$ cat src/rtl/mux_pkg.sv
// Purpose : shared constants and types for the stream mux family.
// Latency : n/a (package only).
// Backpr. : n/a (package only).
//
// Contents: mode encodings, counter width, output-stage state type, and a
// clog2 helper for tools without $clog2.
package mux_pkg;

  localparam logic MODE_FIXED = 1'b0;
  localparam logic MODE_RR    = 1'b1;

  localparam int CNT_W = 16;

  typedef enum logic {
    OST_EMPTY = 1'b0,
    OST_FULL  = 1'b1
  } ost_e;

  // Ceiling log2. Returns 0 for n <= 1.
  function automatic int clog2(input int n);
    int r;
    r = 0;
    for (int i = 0; i < 31; i++) begin
      if ((1 << i) < n) r = i + 1;
    end
    return r;
  endfunction

endpackage

$ cat src/rtl/mux_rr_stream_rr_pick.sv
// Purpose : rotate-priority picker, returns the first requester at or after ptr.
// Latency : purely combinational.
// Backpr. : none; the caller qualifies the grant with its own load condition.
//
// Ports: req     - request vector, one bit per channel
//        ptr     - search start position (must be < NCH)
//        gnt_idx - index of the winning channel (0 when none)
//        gnt_any - at least one request present
module rr_pick
  import mux_pkg::*;
#(
  parameter int  NCH  = 4,
  localparam int SELW = clog2(NCH)
) (
  input  logic [NCH-1:0]  req,
  input  logic [SELW-1:0] ptr,
  output logic [SELW-1:0] gnt_idx,
  output logic            gnt_any
);

  always_comb begin : pick_search
    int pos;
    pos     = 0;
    gnt_idx = '0;
    gnt_any = 1'b0;
    // Walk from the farthest position back towards ptr so the nearest
    // requester (in wrap order) is the one left standing.
    for (int k = NCH - 1; k >= 0; k--) begin
      pos = int'(ptr) + k;
      // ptr < NCH and k < NCH, so one subtraction is enough for the wrap.
      if (pos >= NCH) pos = pos - NCH;
      if (req[SELW'(pos)]) begin
        gnt_idx = SELW'(pos);
        gnt_any = 1'b1;
      end
    end
  end

endmodule

$ cat src/rtl/mux_rr_stream.sv
// Purpose : N-channel valid/ready stream mux, fixed-select or round-robin.
// Latency : 1 cycle (single registered output stage), 1 beat/cycle.
// Backpr. : in_ready drops while the output register is full and out_ready=0.
//
// Ports: clk, rst_n                      - clock, async active-low reset
//        in_valid/in_data/in_ready       - per-channel inputs, ch i at [i*W +: W]
//        mode, sel                       - 0 = fixed (sel), 1 = round-robin
//        out_valid/out_data/out_ch       - registered output beat and source index
//        out_ready                       - consumer ready
//        beat_cnt                        - per-channel saturating 16-bit transfer
//                                          counts, only with MUX_RR_STREAM_CNT_EN
module mux_rr_stream
  import mux_pkg::*;
#(
  parameter int  NCH  = 4,
  parameter int  W    = 8,
  localparam int SELW = $clog2(NCH)
) (
  input  logic                 clk,
  input  logic                 rst_n,
  input  logic [NCH-1:0]       in_valid,
  input  logic [NCH*W-1:0]     in_data,
  output logic [NCH-1:0]       in_ready,
  input  logic                 mode,
  input  logic [SELW-1:0]      sel,
  output logic                 out_valid,
  output logic [W-1:0]         out_data,
  output logic [SELW-1:0]      out_ch,
  input  logic                 out_ready
`ifdef MUX_RR_STREAM_CNT_EN
  ,
  output logic [NCH*CNT_W-1:0] beat_cnt
`endif
);

  ost_e            state_q, state_d;
  logic [SELW-1:0] ptr_q;
  logic [SELW-1:0] rr_idx;
  logic            rr_any;
  logic [SELW-1:0] grant;
  logic            gvalid;
  logic            fix_vld;
  logic [W-1:0]    gdata;
  logic            load;
  logic            xfer;

  rr_pick #(.NCH(NCH)) u_rr_pick (
    .req     (in_valid),
    .ptr     (ptr_q),
    .gnt_idx (rr_idx),
    .gnt_any (rr_any)
  );

  // Grant selection. An out-of-range sel matches no channel, so fix_vld
  // stays low and nothing is ever made ready.
  always_comb begin
    fix_vld = 1'b0;
    for (int i = 0; i < NCH; i++) begin
      if (sel == SELW'(i)) fix_vld = in_valid[i];
    end
    if (mode == MODE_FIXED) begin
      grant  = sel;
      gvalid = fix_vld;
    end else begin
      grant  = rr_idx;
      gvalid = rr_any;
    end
  end

  always_comb begin
    gdata = '0;
    for (int i = 0; i < NCH; i++) begin
      if (grant == SELW'(i)) gdata = in_data[i*W +: W];
    end
  end

  // Accept whenever the register is empty or being drained this cycle.
  assign load = !out_valid || out_ready;
  // gvalid already implies in_valid[grant], so this is the handshake itself.
  assign xfer = load && gvalid;

  always_comb begin
    in_ready = '0;
    for (int i = 0; i < NCH; i++) begin
      in_ready[i] = xfer && (grant == SELW'(i));
    end
  end

  // Output-stage FSM: state register.
  always_ff @(posedge clk or negedge rst_n) begin
    if (!rst_n) state_q <= OST_EMPTY;
    else        state_q <= state_d;
  end

  // Output-stage FSM: next state. Without load the register holds.
  always_comb begin
    state_d = state_q;
    if (load) state_d = xfer ? OST_FULL : OST_EMPTY;
  end

  // Output-stage FSM: outputs.
  always_comb begin
    out_valid = (state_q == OST_FULL);
  end

  always_ff @(posedge clk or negedge rst_n) begin
    if (!rst_n) begin
      out_data <= '0;
      out_ch   <= '0;
    end else if (xfer) begin
      out_data <= gdata;
      out_ch   <= grant;
    end
  end

  // Pointer only advances on a round-robin transfer; switching modes keeps it.
  always_ff @(posedge clk or negedge rst_n) begin
    if (!rst_n) begin
      ptr_q <= '0;
    end else if (xfer && (mode == MODE_RR)) begin
      ptr_q <= (grant == SELW'(NCH - 1)) ? '0 : grant + SELW'(1);
    end
  end

`ifdef MUX_RR_STREAM_CNT_EN
  for (genvar i = 0; i < NCH; i++) begin : g_cnt
    logic [CNT_W-1:0] cnt_q;
    always_ff @(posedge clk or negedge rst_n) begin
      if (!rst_n) begin
        cnt_q <= '0;
      end else if (in_valid[i] && in_ready[i] && (cnt_q != '1)) begin
        cnt_q <= cnt_q + CNT_W'(1);
      end
    end
    assign beat_cnt[i*CNT_W +: CNT_W] = cnt_q;
  end
`endif

endmodule

$ cat config.mk
export PLATFORM = sky130hd
export DESIGN_NAME = mux_rr_stream
export DESIGN_NICKNAME = d
export VERILOG_FILES = /design/src/rtl/mux_pkg.sv /design/src/rtl/mux_rr_stream_rr_pick.sv /design/src/rtl/mux_rr_stream.sv
export SDC_FILE = /design/constraint.sdc
export NUM_CORES = 1
export LEC_CHECK = 0
export ABC_AREA = 0
export BUFFER_PORTS_ARGS = -buffer_cell sky130_fd_sc_hd__buf_2
export CORE_UTILIZATION = 48
export DETAILED_ROUTE_END_ITERATION = 7
export PLACE_DENSITY = 0.95
export SYNTH_ARGS = -nofsm -noshare
export SYNTH_HDL_FRONTEND = slang
export SYNTH_SLANG_ARGS = --single-unit
export TNS_END_PERCENT = 20
$ cat constraint.sdc
create_clock -name clk -period 7.1 [get_ports clk]
set_clock_uncertainty 0.1 [all_clocks]
set_input_delay 0.355 -clock clk [delete_from_list [all_inputs] [get_ports clk]]
set_output_delay 0.355 -clock clk [all_outputs]
set_load 0.05 [all_outputs]
# == Word-level counts from Yosys, hierarchy flattened ==
# Index checks and enable logic that the tools add are counted.
# Widths: inputs -> output; s select.
# classes
add_sub_neg,8
n_lt_le_gt_ge,8
n_eq_ne,6
mux,36
n_reduce_logical,10
# op_table
cell,n
$mux 8,4
$mux 2,10
$mux 1,18
$lt 2x4->1 const B,4
$ge 3x3->1 const B,3
$bmux 1 s2,4
$eq 2x2->1 const B,4
$sub 2x1->2 const B,4
$add 2x2->3 const B,2
$logic_and 1x1->1,6
$eq 2x1->1 const B,2
$logic_not 2->1,2
$add 2x1->3 const B,1
$ge 2x3->1 const B,1
$add 2x1->2 const B,1
$logic_not 1->1,1
$logic_or 1x1->1,1
# totals
regBits,13
output_inout_bits,15

# == Longest topological paths before layout ==
# Gate-level depths: netlist of run 1.
# logic_depth
word_depth,16
ltp_mapped,11
mapped_depth_nobuf,9

# == By module ==
# Synthesis of run 1 repeated with hierarchy kept, for this count alone.
# unflattened
cells_unflattened,98
area_unflattened_um2,980.9
# by_module_without_submodules
module,instances,cells_per_inst,area_each_um2,seq_area_each_um2
mux_rr_stream,1,85,903.4,325.3
rr_pick,1,13,77.6,0.0

# == Worst setup path after synthesis of run 1 ==
# OpenSTA, ideal clock, no wires.
# synth_timing
kind,in2out
from,input in_valid[1]
to,output in_ready[3]
arrival_time_ns,2.393
required_ns,6.645
setup_slack_ns,4.252
cell_stages,9
cell_sequence,clkbuf_1 -> nor2b_1 -> o21ai_0 -> a221oi_1 -> or2_2 -> ha_1 -> buf_1 -> clkbuf_1 -> and2_1
# synth_via
elab_chain_cells,10
elab_cells_between_ends,28
cone_classes,1 x eq/ne; 25 x mux; 2 x reduce/logical
# synth_lines
item,line,rtl
"start, declared",mux_rr_stream.sv:21,"input logic [NCH-1:0] in_valid,"
$bmux 1 s2,mux_rr_stream_rr_pick.sv:32,if (req[SELW'(pos)]) begin
$mux 1 (not written as such) (2 in a row),mux_rr_stream_rr_pick.sv:32,
$mux 2 (3 in a row),mux_rr_stream_rr_pick.sv:32,
$mux 2 *,mux_rr_stream_rr_pick.sv:32,
$mux 2 *,mux_rr_stream.sv:61,if (mode == MODE_FIXED) begin
via grant[1],mux_rr_stream.sv:40,logic [SELW-1:0] grant;
$eq 2x2->1 *,mux_rr_stream.sv:85,in_ready[i] = xfer && (grant == SELW'(i));
$logic_and 1x1->1 *,mux_rr_stream.sv:85,
"end, declared",mux_rr_stream.sv:23,"output logic [NCH-1:0] in_ready,"
# The timed path passes the listed nets; every way through them passes the cells marked *. The select of a mux whose other input is x is not followed.

# == Worst setup path in the final report of run 1 ==
# layout_timing
from,register ptr_q[0]
to,output in_ready[3]
# layout_via
elab_chain_cells,13
elab_cells_between_ends,40
cone_classes,7 x add/sub; 4 x order compare; 1 x eq/ne; 26 x mux; 2 x reduce/logical
# layout_lines
item,line,rtl
"start, declared",mux_rr_stream.sv:37,logic [SELW-1:0] ptr_q;
"start signal, assigned",mux_rr_stream.sv:121,ptr_q <= (grant == SELW'(NCH - 1)) ? '0 : grant + SELW'(1);
$add 2x2->3,mux_rr_stream_rr_pick.sv:29,pos = int'(ptr) + k;
$ge 3x3->1 / $sub 2x1->2 (equally long branches),mux_rr_stream_rr_pick.sv:31,if (pos >= NCH) pos = pos - NCH;
$mux 2,mux_rr_stream_rr_pick.sv:31,
$bmux 1 s2,mux_rr_stream_rr_pick.sv:32,
$mux 1 (not written as such) (2 in a row),mux_rr_stream_rr_pick.sv:32,
$mux 2 (3 in a row),mux_rr_stream_rr_pick.sv:32,
$mux 2 *,mux_rr_stream_rr_pick.sv:32,
$mux 2 *,mux_rr_stream.sv:61,
via grant[1],mux_rr_stream.sv:40,
$eq 2x2->1 *,mux_rr_stream.sv:85,
$logic_and 1x1->1 *,mux_rr_stream.sv:85,
# Marked as above.

==> key figures, run 1 <==
Placement
  – Input/output buffers: 56
  – GP Congestion: 0.832
  – DPL Wire Length: 2210 um
  – Placement Cell Area: 1340 sq um
  – # placed instances: 192
  – DP Worst Slack: 4220 ps

CTS
  – Clock-pin slew reported for the worst setup and hold paths after clock tree synthesis: 80 ps
  – Source-to-sink clock delay at the later pin of the worst-skew pair: 280 ps
  – Number of sinks handled by clock tree synthesis: 13
  – Number of buffers added by the clock tree synthesis step: 3
  – Number of post-CTS setup repair buffers: 0
  – CTS hold repair buffers: 1
  – Root buffer cell: sky130_fd_sc_hd__clkbuf_4
  – Maximum count of clock buffers along a single path: 2
  – TritonCTS clock tree: done
  – Resize count post-CTS: 0
  – H-tree level count: 1

Routing
  – Number of DRC markers in iteration 0: 25
  – DRC viols: 0
  – Number of vias after detailed routing: 1127
  – Total wire length after detailed routing: 2880 um
  – Initial DRT Pass Iterations: 4
  – Post-route ant nets: 0
  – Average vias per placed instance: 5.72
  – Average routed wire per standard cell: 14.6 um

Power and ir drop
  – Total net switching power: 0.222 mW
  – Leak: 0.672 nW
  – Clock share of power: 10.6%
  – Part of the total power dissipated in sequential elements: 28.5%
  – Power Density: 317 nW/um^2
  – Worst VDD drop: 0.184 mV
  – Logic gate share of total power: 61.0%
  – Switching part of the total: 50.7%
  – Power after layout: 0.438 mW
  – Internal power: 0.216 mW

Cells and area
  – Post-Route Utilization: 68.2%
  – Commonest non-fill, non-tap cells in the layout: 56 x sky130_fd_sc_hd__buf_2, 13 x sky130_fd_sc_hd__dfrtp_1, 10 x sky130_fd_sc_hd__nand2_1, 10 x sky130_fd_sc_hd__nor2b_1, 8 x sky130_fd_sc_hd__a221oi_1
  – Filler Cells Inserted: 158
  – Nets: 217
  – Proportion of layout cells with a drive suffix above 1: 43.5%
  – Final Instance Count excl. Fillers: 197
  – Layout area overhead: 28.9%
  – Most common cell after layout, fill and taps aside: sky130_fd_sc_hd__buf_2
  – Final non-filler cell area: 1380 sq um
  – Diodes inserted: 0

Synthesis
  – Cell accounting for the most synthesized area: sky130_fd_sc_hd__dfrtp_1
  – Count of unique library cells instantiated by Yosys: 36
  – Number of instances in the synthesized netlist: 116
  – Net Count, Synth: 162
  – Yosys warnings: 0
  – Fraction of post-synthesis cell area in the top cell type by area: 30.4%
  – Syn_area_per_cell: 9.22 sq um
  – Synth top area cells: sky130_fd_sc_hd__dfrtp_1 30%, sky130_fd_sc_hd__mux2_2 7.4%, sky130_fd_sc_hd__a221oi_1 6.5%
  – Total standard cell area after synthesis: 1070 sq um
  – FF+latch count, synth: 13
  – Fraction of the yosys area taken by sequential cells: 30.4%

Critical path
  – Start-to-end type of the worst setup path: register to output pin
  – Critical-path maximum fanout: 17
  – Required arrival time at the worst endpoint: 6640 ps
  – Kind of cell adding the most delay to the critical path: simple AND/OR/NAND/NOR gates
  – Max incr delay on CP: 500 ps
  – Ordered list of cells on the worst path: nor2b_1 -> o21ai_0 -> a221oi_1 -> or2_2 -> ha_1 -> and2_1 -> buf_2
  – Startpoint type of the worst setup path: register
  – Arrival time at the worst endpoint: 2550 ps
  – Crit. End Element: output pin
  – Crit path max-delay cell type: sky130_fd_sc_hd__ha_1
  – Buffers plus inverters on the worst setup path: 1

Timing
  – Final slew viol count: 0
  – Max transition margin: 55.2%
  – Unrepaired setup endpoints after global routing: false
  – Least setup slack across all paths after layout: 4090 ps
  – Min Tclk post-route: 3010 ps
  – Total Negative Setup Slacks: 0 ps
  – Share of the cycle needed by the critical path after routing: 42.4%
  – Worst-Margin Slew: 671 ps
  – Achievable clock frequency: 0.332 GHz
  – Final Hold Slack: 321 ps
  – Setup violators final: 0
  – Final Hold Viols: 0

Floorplanning
  – Die Span Y: 49.2 um
  – Row cnt: 16
  – Die Outline Area: 2420 sq um
  – Core box area: 2020 sq um
  – Horizontal die dimension: 49.2 um
  – Total I/O pin count: 57
  – Effective utilization at floorplan: 52.9%

Flow run
  – Max cap viols: 0

GRT
  – Vias in the first global route: 1083
  – GR Util All Layers: 26.0%
  – Global-route wire length before repair: 4800 um
  – Pin count of the biggest net entering global routing: 18
  – Number of antenna violations at the first check in global routing: 0
  – Sum of overflow across all layers after global routing: 0

Run status
  – Status: finished, final reports clean

Hold path
  – Hold crit path type: input pin to register
## path summary, 6_finish.rpt
kind / cells after the start / start / to / slack, ps
min in group asynchronous: 2 / rst_n / ptr_q[0] / 380
max reg2reg: 9 / ptr_q[1] / out_data[6] / 4260
min: 4 / in_data[27] / out_data[3] / 320
min reg2reg: 1 / out_ch[1] / out_ch[1] / 410
max in group asynchronous: 2 / rst_n / out_ch[0] / 6280
max: 7 / ptr_q[0] / in_ready[3] / 4090
## power by group through the flow
| stage | clock network [mW] | logic (mW) | registers [mW] |
|---|---|---|---|
| after global placement | 0 | 0.259 | 0.122 |
| after CTS | 0.0460 | 0.267 | 0.124 |
| after detailed placement | 0 | 0.265 | 0.126 |
| after floorplan | 0 | 0.114 | 0.211 |
| final | 0.0462 | 0.267 | 0.125 |
| after global routing | 0.0484 | 0.284 | 0.129 |
## registers in the layout (all words and copies together) (netlist names)
register   flops
out_data       8
out_valid      1
ptr_q          2
out_ch         2
## tightest hold or removal path, cell delays in order
cell	delay [ps]
sky130_fd_sc_hd__buf_2	80
sky130_fd_sc_hd__nand2_1	40
sky130_fd_sc_hd__o31ai_1	50
sky130_fd_sc_hd__mux2_2	140
## cells by family after synthesis
group                    Yosys count  synth area share, %
AND/OR/NAND/NOR                   35                 17.8
adder cells (fa/ha/maj)            4                 4.68
multiplexers                      11                 13.0
buffers and inverters             12                 5.61
AO/OA/AOI/OAI                     41                 28.5
flip-flops                        13                 30.4
## layout make-up
class                      instances  area, sq um  area share (%)
multi-input combinational         91          684            49.6
timing repair buffer              57          290            21.1
tap                               27         33.8            2.45
sequential                        13          325            23.6
inverter                           5         18.8            1.36
clock buffer                       4         26.3            1.91
## Yosys cell counts
master and instances:
sky130_fd_sc_hd__o21bai_1 1, sky130_fd_sc_hd__a31oi_1 1, sky130_fd_sc_hd__a221oi_1 8, sky130_fd_sc_hd__and2b_1 1
sky130_fd_sc_hd__o41a_1 1, sky130_fd_sc_hd__buf_6 2, sky130_fd_sc_hd__o31ai_1 7, sky130_fd_sc_hd__o32a_1 1
sky130_fd_sc_hd__nor2_2 1, sky130_fd_sc_hd__or2_2 1, sky130_fd_sc_hd__o221ai_1 1, sky130_fd_sc_hd__nor2b_1 10
sky130_fd_sc_hd__nand2b_1 2, sky130_fd_sc_hd__mux2_4 4, sky130_fd_sc_hd__a211oi_1 1, sky130_fd_sc_hd__nand2_1 10
sky130_fd_sc_hd__o21ai_0 6, sky130_fd_sc_hd__o2bb2ai_1 1, sky130_fd_sc_hd__nand3_1 1, sky130_fd_sc_hd__a21oi_1 7
sky130_fd_sc_hd__buf_1 1, sky130_fd_sc_hd__ha_1 4, sky130_fd_sc_hd__mux2_2 7, sky130_fd_sc_hd__nor3b_1 1
sky130_fd_sc_hd__a21boi_0 1, sky130_fd_sc_hd__and2_1 4, sky130_fd_sc_hd__o21a_1 1, sky130_fd_sc_hd__a221oi_2 1
sky130_fd_sc_hd__clkbuf_1 4, sky130_fd_sc_hd__o21ba_2 1, sky130_fd_sc_hd__dfrtp_1 13, sky130_fd_sc_hd__and3b_1 1
sky130_fd_sc_hd__a22o_1 1, sky130_fd_sc_hd__inv_1 5, sky130_fd_sc_hd__o41ai_1 1, sky130_fd_sc_hd__nor2_1 3
## per-layer routing
| metal | routed length, um | share of wire, % | GRT usage, % | up-vias |
|---|---|---|---|---|
| met5 | 0 | 0 | 0 | - |
| met4 | 68 | 2.4 | 14.7 | 0 |
| met3 | 238 | 8.3 | 5.30 | 8 |
| met2 | 1390 | 48 | 44.1 | 59 |
| met1 | 1190 | 41 | 30.1 | 520 |
| li1 | - | - | - | 540 |
No activity file was read; power rests on OpenSTA's default activity.
==> inputs of run 2 (changes only) <==
--- a/config.mk
+++ b/config.mk
@@ -5,11 +5,11 @@
 export SDC_FILE = /design/constraint.sdc
 export NUM_CORES = 1
 export LEC_CHECK = 0
-export ABC_AREA = 0
+export ABC_AREA = 1
 export BUFFER_PORTS_ARGS = -buffer_cell sky130_fd_sc_hd__buf_2
-export CORE_UTILIZATION = 48
+export CORE_UTILIZATION = 40
 export DETAILED_ROUTE_END_ITERATION = 7
-export PLACE_DENSITY = 0.95
+export PLACE_DENSITY = 0.86
 export SYNTH_ARGS = -nofsm -noshare
 export SYNTH_HDL_FRONTEND = slang
 export SYNTH_SLANG_ARGS = --single-unit
==> constraint.sdc (replaced) <==
create_clock -name clk -period 2.4 [get_ports clk]
set_clock_uncertainty 0.1 [all_clocks]
set_input_delay 0.12 -clock clk [delete_from_list [all_inputs] [get_ports clk]]
set_output_delay 0.12 -clock clk [all_outputs]
set_load 0.05 [all_outputs]
==> key figures, run 2 <==
Synthesis
  – Cell accounting for the most synthesized area: sky130_fd_sc_hd__dfrtp_1
  – Count of unique library cells instantiated by Yosys: 22 (-39%)
  – Count of flip-flops with a built-in enable after synthesis: 0 (unchanged)
  – Syn_area_per_cell: 6.40 sq um (-31%)
  – Fraction of post-synthesis cell area in the top cell type by area: 29.7% (-0.70 points)
  – FF+latch count, synth: 13 (unchanged)
  – Net Count, Synth: 217 (+34%)
  – Yosys warnings: 0 (unchanged)
  – Total standard cell area after synthesis: 1090 sq um (+2.3%)
  – Synth top area cells: sky130_fd_sc_hd__dfrtp_1 30%, sky130_fd_sc_hd__nand2_1 24%, sky130_fd_sc_hd__o211ai_1 6.2%
  – Cell with the most instances after synthesis: sky130_fd_sc_hd__nand2_1
  – Fraction of registers with async set or reset after synthesis: 100% (unchanged)
  – Fraction of the yosys area taken by sequential cells: 29.7% (-0.70 points)
  – Leading post-synthesis cells by instance count: 71 x sky130_fd_sc_hd__nand2_1, 16 x sky130_fd_sc_hd__inv_1, 13 x sky130_fd_sc_hd__dfrtp_1
  – Number of instances in the synthesized netlist: 171 (+47%)
  – Main flop type after synthesis: sky130_fd_sc_hd__dfrtp_1

CTS
  – Clock-pin slew reported for the worst setup and hold paths after clock tree synthesis: 80 ps (about the same)
  – Source-to-sink clock delay at the later pin of the worst-skew pair: 280 ps (about the same)
  – Number of sinks handled by clock tree synthesis: 13 (unchanged)
  – Number of buffers added by the clock tree synthesis step: 3 (unchanged)
  – Root buffer cell: sky130_fd_sc_hd__clkbuf_4
  – Maximum count of clock buffers along a single path: 2 (unchanged)
  – H-tree level count: 1 (unchanged)
  – TritonCTS clock tree: done

Floorplanning
  – Row cnt: 18 (+2)
  – Die Span Y: 54.3 um (+10%)
  – Core box area: 2520 sq um (+25%)
  – Die Outline Area: 2950 sq um (+22%)
  – Total I/O pin count: 57 (unchanged)
  – Effective utilization at floorplan: 43.4% (-9.5 points)
  – Horizontal die dimension: 54.3 um (+10%)

Cells and area
  – Diodes inserted: 0 (unchanged)
  – Layout area overhead: 68.8%
  – Biggest register: out_data
  – Filler Cells Inserted: 182 (+15%)
  – Commonest non-fill, non-tap cells in the layout: 64 x sky130_fd_sc_hd__nand2_1, 52 x sky130_fd_sc_hd__buf_2, 11 x sky130_fd_sc_hd__inv_1, 11 x sky130_fd_sc_hd__dfrtp_1, 11 x sky130_fd_sc_hd__buf_4
  – Biggest registers after layout: out_data x8, out_ch x2, ptr_q x2
  – Final Instance Count excl. Fillers: 282 (+43%)
  – Nets: 299 (+38%)
  – Max FFs per register: 8 (unchanged)
  – Post-Route Utilization: 73.3% (+5.1 points)
  – Most common cell after layout, fill and taps aside: sky130_fd_sc_hd__nand2_1
  – Proportion of layout cells with a drive suffix above 1: 46.8% (+3.3 points)

Timing
  – Least setup slack across all paths after layout: -74.7 ps (-4170 ps)
  – Final Hold Viols: 0 (unchanged)
  – Total Negative Setup Slacks: -425 ps (-425 ps)
  – Unrepaired setup endpoints after global routing: true
  – Min Tclk post-route: 2470 ps
  – Final slew viol count: 0 (unchanged)
  – Share of the cycle needed by the critical path after routing: 103%
  – Achievable clock frequency: 0.404 GHz
  – Setup violators final: 9 (+9)
  – Max transition margin: 78.2% (+23 points)
  – Worst-Margin Slew: 326 ps (-345 ps)

GRT
  – Vias in the first global route: 1291 (+19%)
  – GR Util All Layers: 28.6% (+2.7 points)
  – Number of antenna violations at the first check in global routing: 0 (unchanged)
  – Pin count of the biggest net entering global routing: 17 (-1)
  – Sum of overflow across all layers after global routing: 0 (unchanged)
  – Global-route wire length before repair: 6020 um (+25%)

Placement
  – Input/output buffers: 56 (unchanged)
  – # placed instances: 265 (+38%)
  – DPL Wire Length: 2280 um (+3.0%)
  – DP Worst Slack: -152 ps (-4380 ps)
  – GP Congestion: 0.857 (+3.0%)

Run status
  – Violations in the final reports: setup timing
  – Status: finished with violations

Hold path
  – Hold crit path type: input pin to register
  – Cell depth of the worst hold path: 3 (-1)

Critical path
  – Startpoint type of the worst setup path: register
  – Start-to-end type of the worst setup path: register to output pin
  – Arrival time at the worst endpoint: 2250 ps (-300 ps)
  – Required arrival time at the worst endpoint: 2180 ps (-4460 ps)
  – Critical-path maximum fanout: 6 (-11)
  – Cell depth of the worst flop-to-flop path: 19 (+10)
  – Crit. End Element: output pin

Routing
  – DRC viols: 0 (unchanged)
  – Initial DRT Pass Iterations: 4 (unchanged)
  – Average routed wire per standard cell: 13.9 um (-5.3%)
  – Post-route ant nets: 0 (unchanged)
  – Total wire length after detailed routing: 3910 um (+36%)
  – Number of vias after detailed routing: 1463 (+30%)
  – Average vias per placed instance: 5.19 (-9.3%)
  – Number of DRC markers in iteration 0: 62 (+150%)

Power and ir drop
  – Worst VDD drop: 0.890 mV (+380%)
  – Power Density: 1310 nW/um^2 (+310%)
  – Leak: 0.989 nW (+47%)

Flow run
  – Max cap viols: 0 (unchanged)
-- run 2: changes by cell type after synthesis, moves of 8 or more --
| cell | delta |
|---|---|
| sky130_fd_sc_hd__nand2_1 | +61 |
| sky130_fd_sc_hd__o211ai_1 | +9 |
| sky130_fd_sc_hd__inv_1 | +11 |
| sky130_fd_sc_hd__a221oi_1 | -8 |
| sky130_fd_sc_hd__nor2b_1 | -10 |
| sky130_fd_sc_hd__nand3_1 | +8 |
-- run 2: area by class of cell --
cell class                 instances  area (sq um)  area share, %
multi-input combinational        134           806           43.6
timing repair buffer              83           578           31.3
sequential                        13           328           17.7
inverter                          18          72.6           3.93
tap                               30          37.5           2.03
clock buffer                       4          26.3           1.42
-- run 2: repair_timing --
action | in CTS | in global routing
buffers inserted | 4 | 0
setup endpoints to repair | 12 | 12
gates resized for setup | 41 | 16
hold buffers | 9 | 0
pin swaps | 10 | 12
hold endpoints to repair | 21 | 0
-- run 2: worst max-delay path: stages (launching register included) --
cell and delay [ps]:
sky130_fd_sc_hd__dfrtp_2 440, sky130_fd_sc_hd__buf_12 150, sky130_fd_sc_hd__buf_6 110, sky130_fd_sc_hd__nand2_1 60, sky130_fd_sc_hd__nand2_1 70, sky130_fd_sc_hd__nand2_2 80, sky130_fd_sc_hd__nand3_2 80, sky130_fd_sc_hd__nand2_1 60
sky130_fd_sc_hd__nand2_1 60, sky130_fd_sc_hd__nand3_2 70, sky130_fd_sc_hd__nand2_2 70, sky130_fd_sc_hd__inv_2 90, sky130_fd_sc_hd__buf_6 110, sky130_fd_sc_hd__ha_4 130, sky130_fd_sc_hd__clkinv_4 50, sky130_fd_sc_hd__buf_12 110
sky130_fd_sc_hd__nor2_4 70, sky130_fd_sc_hd__buf_6 160
-- run 2: through the flow --
stage / instance area (sq um) / power [mW] / hold WS, ps
global placement: 1490 / 1.80 / -85.0
finish: 1850 / 2.42 / 11.9
detailed placement: 1490 / 1.82 / -83.3
CTS: 1810 / 2.27 / 10.7
global route: 1850 / 2.59 / 32.9
floorplan: 1100 / 1.41 / -276
-- run 2: logic make-up after synthesis --
group	count (synthesis)	synth area share [%]
AOI/OAI and AO/OA	34	17.7
xor gates and xnor gates	1	0.800
adders and majority gates	4	4.57
buffers and inverters	24	10.3
DFF	13	29.7
and+or+nand+nor	95	36.9
-- run 2: final timing paths --
path | from | end | slack, ps
min in group asynchronous | rst_n | out_data[7] | 170
max | ptr_q[0] | in_ready[3] | -70
max reg2reg | ptr_q[0] | out_data[0] | -70
max in group asynchronous | rst_n | ptr_q[0] | 1790
min reg2reg | out_ch[0] | out_ch[0] | 380
min | in_data[29] | out_data[5] | 10
-- run 2: report_power, final --
part,leakage [nW],internal [mW],switching [mW]
Combinational,0.818,0.729,1.15
Sequential,0.157,0.320,0.0875
Clock,0.0150,0.0646,0.0719
-- run 2: per-layer routing --
| layer | share of wire, % | wire length, um | up-vias | GRT usage (%) |
|---|---|---|---|---|
| met5 | 0 | 0 | - | 0 |
| met4 | 3.1 | 123 | 0 | 8.97 |
| met3 | 6.4 | 252 | 13 | 2.22 |
| met2 | 49 | 1900 | 78 | 45.9 |
| met1 | 42 | 1630 | 658 | 40.4 |
| li1 | - | - | 714 | - |
==> inputs of run 3 (changes only) <==
--- a/config.mk
+++ b/config.mk
@@ -9,7 +9,8 @@
 export BUFFER_PORTS_ARGS = -buffer_cell sky130_fd_sc_hd__buf_2
 export CORE_UTILIZATION = 40
 export DETAILED_ROUTE_END_ITERATION = 7
-export PLACE_DENSITY = 0.86
+export PLACE_DENSITY = 0.75
+export RECOVER_POWER = 25
 export SYNTH_ARGS = -nofsm -noshare
 export SYNTH_HDL_FRONTEND = slang
 export SYNTH_SLANG_ARGS = --single-unit
==> key figures, run 3 (synthesized netlist as in run 2, its figures left out) <==
Cells and area
  – Most common cell after layout, fill and taps aside: sky130_fd_sc_hd__nand2_1
  – Nets: 298 (-0.33%)
  – Max FFs per register: 8 (unchanged)
  – Biggest registers after layout: out_data x8, out_ch x2, ptr_q x2
  – Biggest register: out_data
  – Commonest non-fill, non-tap cells in the layout: 63 x sky130_fd_sc_hd__nand2_1, 51 x sky130_fd_sc_hd__buf_2, 13 x sky130_fd_sc_hd__buf_4
  – Diodes inserted: 0 (unchanged)
  – Layout area overhead: 69.4%
  – Proportion of layout cells with a drive suffix above 1: 49.0% (+2.2 points)

CTS
  – H-tree level count: 1 (unchanged)
  – Number of sinks handled by clock tree synthesis: 13 (unchanged)
  – TritonCTS clock tree: done
  – Source-to-sink clock delay at the later pin of the worst-skew pair: 270 ps (about the same)
  – Maximum count of clock buffers along a single path: 2 (unchanged)
  – Clock-pin slew reported for the worst setup and hold paths after clock tree synthesis: 80 ps (about the same)
  – Root buffer cell: sky130_fd_sc_hd__clkbuf_4
  – Number of buffers added by the clock tree synthesis step: 3 (unchanged)

Power and ir drop
  – Logic gate share of total power: 78.0% (+0.5 points)
  – Total net switching power: 1.31 mW (-0.37%)
  – Worst VDD drop: 1.13 mV (+27%)
  – Clock share of power: 5.4% (-0.2 points)
  – Leak: 1.00 nW (+1.2%)
  – Internal power: 1.13 mW (+1.8%)
  – Switching part of the total: 53.5% (-0.52 points)
  – Power Density: 1320 nW/um^2 (+0.27%)
  – Part of the total power dissipated in sequential elements: 16.6% (-0.2 points)

Timing
  – Final slew viol count: 0 (unchanged)
  – Least setup slack across all paths after layout: -16.4 ps (+58.4 ps)
  – Max transition margin: 53.9% (-24 points)
  – Final Hold Viols: 0 (unchanged)
  – Min Tclk post-route: 2420 ps (-58.4 ps)
  – Setup violators final: 4 (-5)
  – Final Hold Slack: 7.35 ps (-4.59 ps)
  – Worst-Margin Slew: 691 ps (+365 ps)
  – Achievable clock frequency: 0.414 GHz (+2.4%)
  – Unrepaired setup endpoints after global routing: true
  – Share of the cycle needed by the critical path after routing: 101% (-2.4 points)

Routing
  – Initial DRT Pass Iterations: 4 (unchanged)
  – Total wire length after detailed routing: 3510 um (-10%)
  – Average routed wire per standard cell: 12.5 um (-9.9%)
  – Number of vias after detailed routing: 1380 (-5.7%)
  – DRC viols: 0 (unchanged)
  – Number of DRC markers in iteration 0: 37 (-40%)
  – Post-route ant nets: 0 (unchanged)
  – Average vias per placed instance: 4.91 (-5.3%)

Hold path
  – Hold crit path type: input pin to register
  – Cell depth of the worst hold path: 3 (unchanged)

Floorplanning
  – Effective utilization at floorplan: 43.4% (unchanged)
  – Core box area: 2520 sq um (unchanged)
  – Die Outline Area: 2950 sq um (unchanged)
  – Horizontal die dimension: 54.3 um (unchanged)
  – Total I/O pin count: 57 (unchanged)
  – Die Span Y: 54.3 um (unchanged)
  – Row cnt: 18 (unchanged)

GRT
  – Number of antenna violations at the first check in global routing: 0 (unchanged)
  – GR Util All Layers: 22.2% (-6.4 points)
  – Vias in the first global route: 1061 (-18%)
  – Sum of overflow across all layers after global routing: 0 (unchanged)
  – Global-route wire length before repair: 4700 um (-22%)
  – Pin count of the biggest net entering global routing: 17 (unchanged)

Placement
  – GP Congestion: 0.856 (-0.12%)
  – Input/output buffers: 56 (unchanged)
  – DP Worst Slack: -161 ps (-9.45 ps)
  – DPL Wire Length: 2290 um (+0.78%)

Flow run
  – Max cap viols: 0 (unchanged)

Critical path
  – Critical-path maximum fanout: 6 (unchanged)
  – Crit. End Element: output pin
  – Arrival time at the worst endpoint: 2200 ps (-50 ps)
  – Start-to-end type of the worst setup path: register to output pin
  – Startpoint type of the worst setup path: register
  – Cell depth of the worst flop-to-flop path: 17 (-2)
  – Required arrival time at the worst endpoint: 2180 ps (about the same)

Run status
  – Status: finished with violations
  – Violations in the final reports: setup timing
-- run 3: worst paths after layout --
path	startpoint	end	slack, ps
worst max register to register	ptr_q[0]	out_data[7]	0
worst min register to register	out_data[2]	out_data[2]	370
max in group asynchronous	rst_n	ptr_q[0]	1410
worst min-delay path	in_data[31]	out_data[7]	7
worst max-delay path	ptr_q[0]	in_ready[0]	-20
min in group asynchronous	rst_n	out_data[2]	310
-- run 3: metal layers --
| metal | share of wire (%) | GRT usage, % |
|---|---|---|
| met1 | 48 | 33.0 |
| met2 | 46 | 31.9 |
| met3 | 5.5 | 2.22 |
| met4 | 0.66 | 10.3 |
| met5 | 0 | 0 |
-- run 3: timing repair --
item,CTS,global route
endpoints found under the setup margin,12,12
resized for setup,29,46
pin swaps,6,25
hold buffers,5,1
endpoints found under the hold margin,17,1
buffers inserted,6,1
-- run 3: worst max-delay path, stage by stage, from the launching register on --
cell	delay (ps)
sky130_fd_sc_hd__dfrtp_2	440
sky130_fd_sc_hd__buf_6	150
sky130_fd_sc_hd__o21ai_4	190
sky130_fd_sc_hd__nand2_2	90
sky130_fd_sc_hd__nand3_2	100
sky130_fd_sc_hd__nand2_1	60
sky130_fd_sc_hd__nand2_1	80
sky130_fd_sc_hd__nand3_2	80
sky130_fd_sc_hd__nand2_2	120
sky130_fd_sc_hd__buf_6	110
sky130_fd_sc_hd__ha_4	130
sky130_fd_sc_hd__inv_4	40
sky130_fd_sc_hd__buf_4	130
sky130_fd_sc_hd__nor2_4	80
sky130_fd_sc_hd__buf_8	150
-- run 3: final cells by class --
class	count	area [sq um]
clock buffers	4	26.3
fillers	199	668
inverters	18	72.6
multi-input cells	134	842
flip-flops and latches	13	328
well taps	30	37.5
repair buffers	82	548
-- run 3: power groups by stage --
stage          registers, mW  clock network (mW)  logic [mW]
2_1_floorplan          0.666                   0       0.741
6_report               0.405               0.131        1.90
5_1_grt                0.409               0.145        2.06
3_3_place_gp           0.398                   0        1.42
4_1_cts                0.390               0.134        1.63
3_5_place_dp           0.403                   0        1.43
-- run 3: through the flow --
stage               util [%]  std cells  area, sq um  TNS, ps  power (mW)
floorplan                  -        171         1100     -109        1.41
global placement        59.2        265         1490    -1020        1.82
detailed placement      59.2        265         1490    -1200        1.83
CTS                     67.6        280         1710     -137        2.16
global route            73.5        281         1850    -1530        2.61
finish                  73.5        281         1850    -22.8        2.44
